[config.mk]
export PLATFORM = sky130hd
export DESIGN_NAME = seq_alu_flat
export DESIGN_NICKNAME = d
export VERILOG_FILES = /design/src/rtl/alu_pkg.sv /design/src/rtl/seq_alu_if.sv /design/src/rtl/seq_muldiv.sv /design/src/rtl/seq_alu.sv /design/src/flat_wrapper.sv
export SDC_FILE = /design/constraint.sdc
export NUM_CORES = 1
export LEC_CHECK = 0
export CAP_MARGIN = 40
export CORE_MARGIN = 2
export CORE_UTILIZATION = 35
export CTS_BUF_LIST = sky130_fd_sc_hd__clkbuf_8
export CTS_CLUSTER_DIAMETER = 200
export DETAILED_ROUTE_END_ITERATION = 6
export GPL_TIMING_DRIVEN = 1
export HOLD_SLACK_MARGIN = 0.1
export RECOVER_POWER = 50
export SYNTH_ARGS = -nofsm -noshare
export SYNTH_HDL_FRONTEND = slang
export SYNTH_SLANG_ARGS = --single-unit
[constraint.sdc]
create_clock -name clk -period 5.7 [get_ports clk]
set_input_delay 1.425 -clock clk [delete_from_list [all_inputs] [get_ports clk]]
set_output_delay 1.425 -clock clk [all_outputs]
set_load 0.005 [all_outputs]
[src/rtl/alu_pkg.sv]
// Shared types and constants for the sequential ALU: opcodes, FSM states,
// flag bundle and the default ENC key byte.
package alu_pkg;

  typedef enum logic [3:0] {
    OP_ADD = 4'd0,
    OP_SUB = 4'd1,
    OP_MUL = 4'd2,
    OP_DIV = 4'd3,
    OP_AND = 4'd4,
    OP_OR  = 4'd5,
    OP_XOR = 4'd6,
    OP_NOT = 4'd7,
    OP_ENC = 4'd8
  } op_e;

  typedef enum logic [1:0] {
    S_IDLE,
    S_EXEC,
    S_ITER,
    S_DONE
  } state_e;

  typedef struct packed {
    logic carry;
    logic overflow;
    logic zero;
    logic dz;
    logic err;
  } flags_t;

  localparam logic [7:0] KEY_BYTE = 8'hAB;

  // MUL always iterates; DIV iterates only when there is a real divisor.
  function automatic logic is_iterative(logic [3:0] op, logic b_nonzero);
    return (op == OP_MUL) || ((op == OP_DIV) && b_nonzero);
  endfunction

endpackage

[src/rtl/seq_alu_if.sv]
// Request/response bundle between a requester and the sequential ALU.
interface seq_alu_if #(
  parameter int W = 8
);
  logic           start;
  logic [3:0]     opcode;
  logic [W-1:0]   a;
  logic [W-1:0]   b;
  logic           busy;
  logic           done;
  logic [2*W-1:0] result;
  logic           carry;
  logic           overflow;
  logic           zero;
  logic           dz;
  logic           err;

  modport master (
    output start, opcode, a, b,
    input  busy, done, result, carry, overflow, zero, dz, err
  );

  modport slave (
    input  start, opcode, a, b,
    output busy, done, result, carry, overflow, zero, dz, err
  );
endinterface

[src/rtl/seq_muldiv.sv]
// Iterative W-step datapath: shift-add multiply or restoring divide.
// Divide leaves {remainder, quotient}; multiply leaves the 2W-bit product.
module seq_muldiv #(
  parameter int W = 8
) (
  input  logic           clk,
  input  logic           rst,
  input  logic           load,
  input  logic           is_div,
  input  logic [W-1:0]   a,
  input  logic [W-1:0]   b,
  output logic           busy,
  output logic [2*W-1:0] prod_or_qr
);

  localparam int CW = $clog2(W + 1);

  logic [2*W-1:0] acc;
  logic [2*W-1:0] acc_next;
  logic [W-1:0]   opnd;
  logic           div_mode;
  logic [CW-1:0]  count;
  logic [W:0]     add_sum;
  logic [W:0]     rem_shift;
  logic [W:0]     rem_diff;

  // One iteration step of whichever algorithm is loaded.
  always_comb begin
    // NOTE: every signal gets a default first so no path leaves it unassigned (no latch).
    acc_next  = acc;
    add_sum   = '0;
    rem_shift = '0;
    rem_diff  = '0;
    if (div_mode) begin
      rem_shift = acc[2*W-1:W-1];
      rem_diff  = rem_shift - {1'b0, opnd};
      if (!rem_diff[W]) acc_next = {rem_diff[W-1:0], acc[W-2:0], 1'b1};
      else              acc_next = {rem_shift[W-1:0], acc[W-2:0], 1'b0};
    end else begin
      add_sum  = {1'b0, acc[2*W-1:W]} + (acc[0] ? {1'b0, opnd} : '0);
      acc_next = {add_sum, acc[W-1:1]};
    end
  end

  // Load operands, then run exactly W steps; busy drops after the last one.
  always_ff @(posedge clk or posedge rst) begin
    // NOTE: sequential state uses non-blocking assignments so all registers update together.
    if (rst) begin
      acc      <= '0;
      opnd     <= '0;
      div_mode <= 1'b0;
      count    <= '0;
      busy     <= 1'b0;
    end else if (load) begin
      acc      <= is_div ? {{W{1'b0}}, a} : {{W{1'b0}}, b};
      opnd     <= is_div ? b : a;
      div_mode <= is_div;
      count    <= CW'(W);
      busy     <= 1'b1;
    end else if (busy) begin
      acc   <= acc_next;
      count <= count - 1'b1;
      if (count == CW'(1)) busy <= 1'b0;
    end
  end

  assign prod_or_qr = acc;

endmodule

[src/rtl/seq_alu.sv]
// Sequential ALU top: IDLE/EXEC/ITER/DONE controller with registered result
// and flags; MUL and nonzero-divisor DIV go through seq_muldiv.
module seq_alu
  import alu_pkg::*;
#(
  parameter int             W   = 8,
  parameter logic [2*W-1:0] KEY = {(2*W/8){KEY_BYTE}}
) (
  input logic       clk,
  input logic       rst,
  seq_alu_if.slave  bus
);

  state_e         state;
  logic [3:0]     op_r;
  logic [W-1:0]   a_r;
  logic [W-1:0]   b_r;
  logic [2*W-1:0] result_r;
  flags_t         flags_r;
  logic           done_r;
  logic           busy_r;

  logic           md_load;
  logic           md_busy;
  logic [2*W-1:0] md_out;

  logic [2*W-1:0] exec_result;
  flags_t         exec_flags;
  flags_t         iter_flags;
  logic [W:0]     sum;
  logic [W:0]     diff;

  // The iterative unit loads on the same edge the controller accepts the request.
  assign md_load = (state == S_IDLE) && bus.start && is_iterative(bus.opcode, |bus.b);

  seq_muldiv #(.W(W)) u_muldiv (
    .clk        (clk),
    .rst        (rst),
    .load       (md_load),
    .is_div     (bus.opcode == OP_DIV),
    .a          (bus.a),
    .b          (bus.b),
    .busy       (md_busy),
    .prod_or_qr (md_out)
  );

  // Single-cycle operations computed from the captured operands.
  always_comb begin
    exec_result = '0;
    exec_flags  = '0;
    sum         = {1'b0, a_r} + {1'b0, b_r};
    diff        = {1'b0, a_r} - {1'b0, b_r};
    case (op_r)
      OP_ADD: begin
        exec_result         = {{W{1'b0}}, sum[W-1:0]};
        exec_flags.carry    = sum[W];
        exec_flags.overflow = (a_r[W-1] == b_r[W-1]) && (sum[W-1] != a_r[W-1]);
      end
      OP_SUB: begin
        exec_result         = {{W{1'b0}}, diff[W-1:0]};
        exec_flags.carry    = ~diff[W];
        exec_flags.overflow = (a_r[W-1] != b_r[W-1]) && (diff[W-1] != a_r[W-1]);
      end
      OP_MUL: exec_result = '0;  // never executed here: MUL always iterates
      OP_DIV: begin              // only reached with a zero divisor
        exec_result   = {a_r, {W{1'b1}}};
        exec_flags.dz = 1'b1;
      end
      OP_AND: exec_result = {{W{1'b0}}, a_r & b_r};
      OP_OR:  exec_result = {{W{1'b0}}, a_r | b_r};
      OP_XOR: exec_result = {{W{1'b0}}, a_r ^ b_r};
      OP_NOT: exec_result = {{W{1'b0}}, ~a_r};
      OP_ENC: exec_result = {a_r, b_r} ^ KEY;
      default: exec_flags.err = 1'b1;
    endcase
    exec_flags.zero = (exec_result == '0);
    iter_flags      = '0;
    iter_flags.zero = (md_out == '0);
  end

  // Controller: accept, execute or wait for the iterative unit, pulse done.
  always_ff @(posedge clk or posedge rst) begin
    if (rst) begin
      state    <= S_IDLE;
      op_r     <= '0;
      a_r      <= '0;
      b_r      <= '0;
      result_r <= '0;
      flags_r  <= '0;
      done_r   <= 1'b0;
      busy_r   <= 1'b0;
    end else begin
      case (state)
        S_IDLE: begin
          done_r <= 1'b0;
          if (bus.start) begin
            op_r   <= bus.opcode;
            a_r    <= bus.a;
            b_r    <= bus.b;
            busy_r <= 1'b1;
            state  <= is_iterative(bus.opcode, |bus.b) ? S_ITER : S_EXEC;
          end
        end
        S_EXEC: begin
          result_r <= exec_result;
          flags_r  <= exec_flags;
          done_r   <= 1'b1;
          state    <= S_DONE;
        end
        S_ITER: begin
          if (!md_busy) begin
            result_r <= md_out;
            flags_r  <= iter_flags;
            done_r   <= 1'b1;
            state    <= S_DONE;
          end
        end
        S_DONE: begin
          done_r <= 1'b0;
          busy_r <= 1'b0;
          state  <= S_IDLE;
        end
        default: state <= S_IDLE;
      endcase
    end
  end

  assign bus.busy     = busy_r;
  assign bus.done     = done_r;
  assign bus.result   = result_r;
  assign bus.carry    = flags_r.carry;
  assign bus.overflow = flags_r.overflow;
  assign bus.zero     = flags_r.zero;
  assign bus.dz       = flags_r.dz;
  assign bus.err      = flags_r.err;

endmodule
[src/flat_wrapper.sv]
// flat-port wrapper written by rule: the top's interface ports become plain ports
module seq_alu_flat import alu_pkg::*;
#(
  parameter int             W   = 8,
  parameter logic [2*W-1:0] KEY = {(2*W/8){KEY_BYTE}}
)
  (clk, rst, bus_start, bus_opcode, bus_a, bus_b, bus_busy, bus_done, bus_result, bus_carry, bus_overflow, bus_zero, bus_dz, bus_err);
  seq_alu_if #(.W(W)) bus_i ();
  input logic clk;
  input logic rst;
  input wire logic [$bits(bus_i.start)-1:0] bus_start;
  input wire logic [$bits(bus_i.opcode)-1:0] bus_opcode;
  input wire logic [$bits(bus_i.a)-1:0] bus_a;
  input wire logic [$bits(bus_i.b)-1:0] bus_b;
  output wire logic [$bits(bus_i.busy)-1:0] bus_busy;
  output wire logic [$bits(bus_i.done)-1:0] bus_done;
  output wire logic [$bits(bus_i.result)-1:0] bus_result;
  output wire logic [$bits(bus_i.carry)-1:0] bus_carry;
  output wire logic [$bits(bus_i.overflow)-1:0] bus_overflow;
  output wire logic [$bits(bus_i.zero)-1:0] bus_zero;
  output wire logic [$bits(bus_i.dz)-1:0] bus_dz;
  output wire logic [$bits(bus_i.err)-1:0] bus_err;
  assign bus_i.start = bus_start;
  assign bus_i.opcode = bus_opcode;
  assign bus_i.a = bus_a;
  assign bus_i.b = bus_b;
  assign bus_busy = bus_i.busy;
  assign bus_done = bus_i.done;
  assign bus_result = bus_i.result;
  assign bus_carry = bus_i.carry;
  assign bus_overflow = bus_i.overflow;
  assign bus_zero = bus_i.zero;
  assign bus_dz = bus_i.dz;
  assign bus_err = bus_i.err;
  seq_alu #(.W(W), .KEY(KEY)) u_core (.clk(clk), .rst(rst), .bus(bus_i));
endmodule
==> flow_summary_export.csv <==
group,metric,value,unit
floorplan,io_pins,46,
critical_path,cp.arrival,4.21,ns
yosys,synthTopCellsByArea,"dfrtp_1 (32%), ha_1 (9.6%), mux2i_1 (6.8%), mux2_2 (5.0%), o21ai_0 (4.4%)",
yosys,synth_edf_count,0,
clocking,clk_path_buf_depth,2,
yosys,synth-async-reset-ratio,1.00,
power,ir_drop,0.000271,V
critical_path,start_kind,"input pin",
global_routing,antenna_found_initial,0,
critical_path,criticalPathCategory,"in -> reg",
floorplan,die_height,133,um
yosys,netlist.area_leader.share,0.320,
yosys,ys_ff_latch,75,
timing,max_freq,253,MHz
critical_path,rr_endpoint,"u_core.bus.zero",
power,power.density,668,mW/mm^2
yosys,synth.distinct_cells,71,
global_routing,grt_max_degree,47,
critical_path,reg2reg_from,"u_core.state[0]",
clocking,cts_setup_buffers,0,
critical_path,endpoint,"u_core.u_muldiv.div_mode",
floorplan,core_area,0.0165,mm^2
yosys,synth_commonest_cells,"dfrtp_1 (75), nand2_1 (64), o21ai_0 (52)",
yosys,syn_area_per_cell,8.86,um^2
timing,slew_viol_final,0,
drt,routedWlPerCell,17.9,um
global_routing,grt_usage,0.187,
timing,holdWs,0.469,ns
drt,drcViolationCount,0,
timing,timing.final.hold_violations,0,
final_layout,num_antenna_cells,0,
timing,finalCritPeriodShare,0.695,
final_layout,drive_gt1_frac,0.0868,
final_layout,final_core_util,0.406,
global_routing,overflow,0,
hold_path,hold_class,"reg -> reg",
clocking,clkLatencyLatePin,0.36,ns
clocking,cts_root_buf,"clkbuf_8",
yosys,synth_ff_type,"dfrtp_1",
yosys,ys_seq_area_frac,0.320,
timing,tns,0,ns
critical_path,critPathRequiredTime,5.95,ns
power,netSwitchingFraction,0.493,
drt,wl,16300,um
final_layout,nets,758,
drt,via_per_inst,5.66,
clocking,cts_sinks,75,
clocking,path_clk_slew,0.07,ns
placed_design,dp.final_hpwl,12400,um
critical_path,rrSetupSlack,2.32,ns
critical_path,crit_start,"bus_opcode[0]",
floorplan,die_w,133,um
global_routing,grt_pass1_wl,26500,um
placed_design,dpl_cell_area,0.00650,mm^2
critical_path,cp_max_fo,27,
clocking,htreeDepth,3,
drt,dr.pass1.iters,5,
critical_path,end_kind,"flip-flop",
power,switching_power,2200,uW
job,cap_violations,0,
timing,setup_viol,0,
power,p_clk_frac,0.084,
timing,finClkSkew,0.00767,ns
clocking,cts_tree,"done",
yosys,ys_warn_count,0,
power,intPower,2260,uW
yosys,syn_area,0.00587,mm^2
final_layout,fin_area,0.00669,mm^2
clocking,cts_resized,0,
floorplan,start_util,0.356,
timing,rsz0062_at_grt,"no",
timing,slew_headroom,0.133,
power,power.static_leakage,0.00290,uW
final_layout,syn_to_final_growth,13.9,%
clocking,postCtsHoldBufs,0,
power,combinationalPowerShare,0.650,
yosys,syn_nets,734,
floorplan,dieArea,0.0178,mm^2
run_status,status,"complete, no violations",
yosys,synth_largest_area_cell,"dfrtp_1",
yosys,yosysMostFrequentCell,"dfrtp_1",
final_layout,num-fill-cells,1656,
global_routing,grt_pass1_vias,4930,
drt,ant_nets,0,
power,seqPwrFrac,0.266,
placed_design,gp_congestion,0.929,
placed_design,io_buffers,45,
drt,drt-initial-drc-count,495,
timing,finalCriticalPeriod,3.96,ns
drt,vias,5156,
yosys,syn-instance-count,662,
timing,tightest_slew,1.30,ns
clocking,numCtsBuffers,9,
critical_path,reg2reg_depth,8,
floorplan,num_rows,47,
layout by cell type, fill, tap and decap left out, types with 7 or more instances in the layout:
cell type	Yosys	routed
a21o_1	10	10
a21oi_1	41	41
a31oi_1	10	10
and2_1	10	10
clkbuf_8	0	11
clkdlybuf4s50_1	0	23
dfrtp_1	75	75
dlygate4sd3_1	0	22
ha_1	45	45
inv_1	43	44
mux2_2	26	26
mux2i_1	40	40
nand2_1	64	64
nand2b_1	8	8
nand3_1	11	11
nor2_1	25	25
nor2b_1	7	7
nor3_1	13	13
nor4_1	10	10
o211ai_1	15	15
o21ai_0	52	52
xnor2_1	10	10
routing by layer:
layer / global-route usage / vias to the layer above / share of wire
li1: - / 2475 / -
met1: 0.283 / 2486 / 0.50
met2: 0.275 / 176 / 0.43
met3: 0.0331 / 19 / 0.059
met4: 0.0473 / 0 / 0.016
met5: 0 / - / 0
registers in the layout, indices dropped and copies added (netlist names), 2 cells and up:
name                        cells
u_core.a_r                      8
u_core.b_r                      8
u_core.bus.result              16
u_core.op_r                     4
u_core.state                    2
u_core.u_muldiv.count           4
u_core.u_muldiv.opnd            8
u_core.u_muldiv.prod_or_qr     16
power by group through the flow:
stage	Sequential (uW)	Combinational [uW]	Clock [uW]
after floorplan	986	2240	0
after global placement	1230	2710	0
after detailed placement	1190	2890	0
after CTS	1180	2910	385
after global routing	1230	3230	406
final	1190	2900	377
logic make-up after synthesis:
logic type                 share of synthesized area
adders and majority gates                      0.110
buffers and inverters                         0.0604
muxes                                          0.118
AOI/OAI and AO/OA                              0.217
and+or+nand+nor                                0.151
DFF                                            0.320
xor gates and xnor gates                      0.0239
how the worst min path moves through the flow:
stage / from / to / slack [ns] / cells after the start
floorplan: u_core.u_muldiv.opnd[2] / u_core.u_muldiv.opnd[2] / 0.46 / 2
global placement: u_core.bus.result[4] / u_core.bus.result[4] / 0.46 / 2
detailed placement: u_core.bus.carry / u_core.bus.carry / 0.47 / 2
CTS: u_core.bus.carry / u_core.bus.carry / 0.48 / 2
global route: u_core.bus.result[15] / u_core.bus.result[15] / 0.51 / 2
finish: u_core.bus.carry / u_core.bus.carry / 0.47 / 2
area by class of cell:
class	count	area, um^2	share of cell area
repair buffers	54	548	0.0820
inverters	45	169	0.0253
clock inverters	5	28.8	0.00430
clock buffers	11	151	0.0226
well taps	220	275	0.0412
multi-input cells	501	3640	0.544
flip-flops and latches	75	1880	0.281
critical path: stages:
cell           delay, ns
dlygate4sd3_1       0.66
nor4b_1             0.45
a31oi_1             0.27
nand2_1             0.67
buf_4               0.36
mux2_2              0.35
metrics by stage:
| step | std cells | power (uW) | setup slack, ns |
|---|---|---|---|
| floorplan | 662 | 3230 | 2.37 |
| global placement | 890 | 3940 | 1.63 |
| detailed placement | 893 | 4080 | 1.53 |
| CTS | 909 | 4470 | 1.88 |
| global route | 911 | 4860 | 1.63 |
| finish | 911 | 4470 | 1.74 |
(Power assumes the default switching activity.)
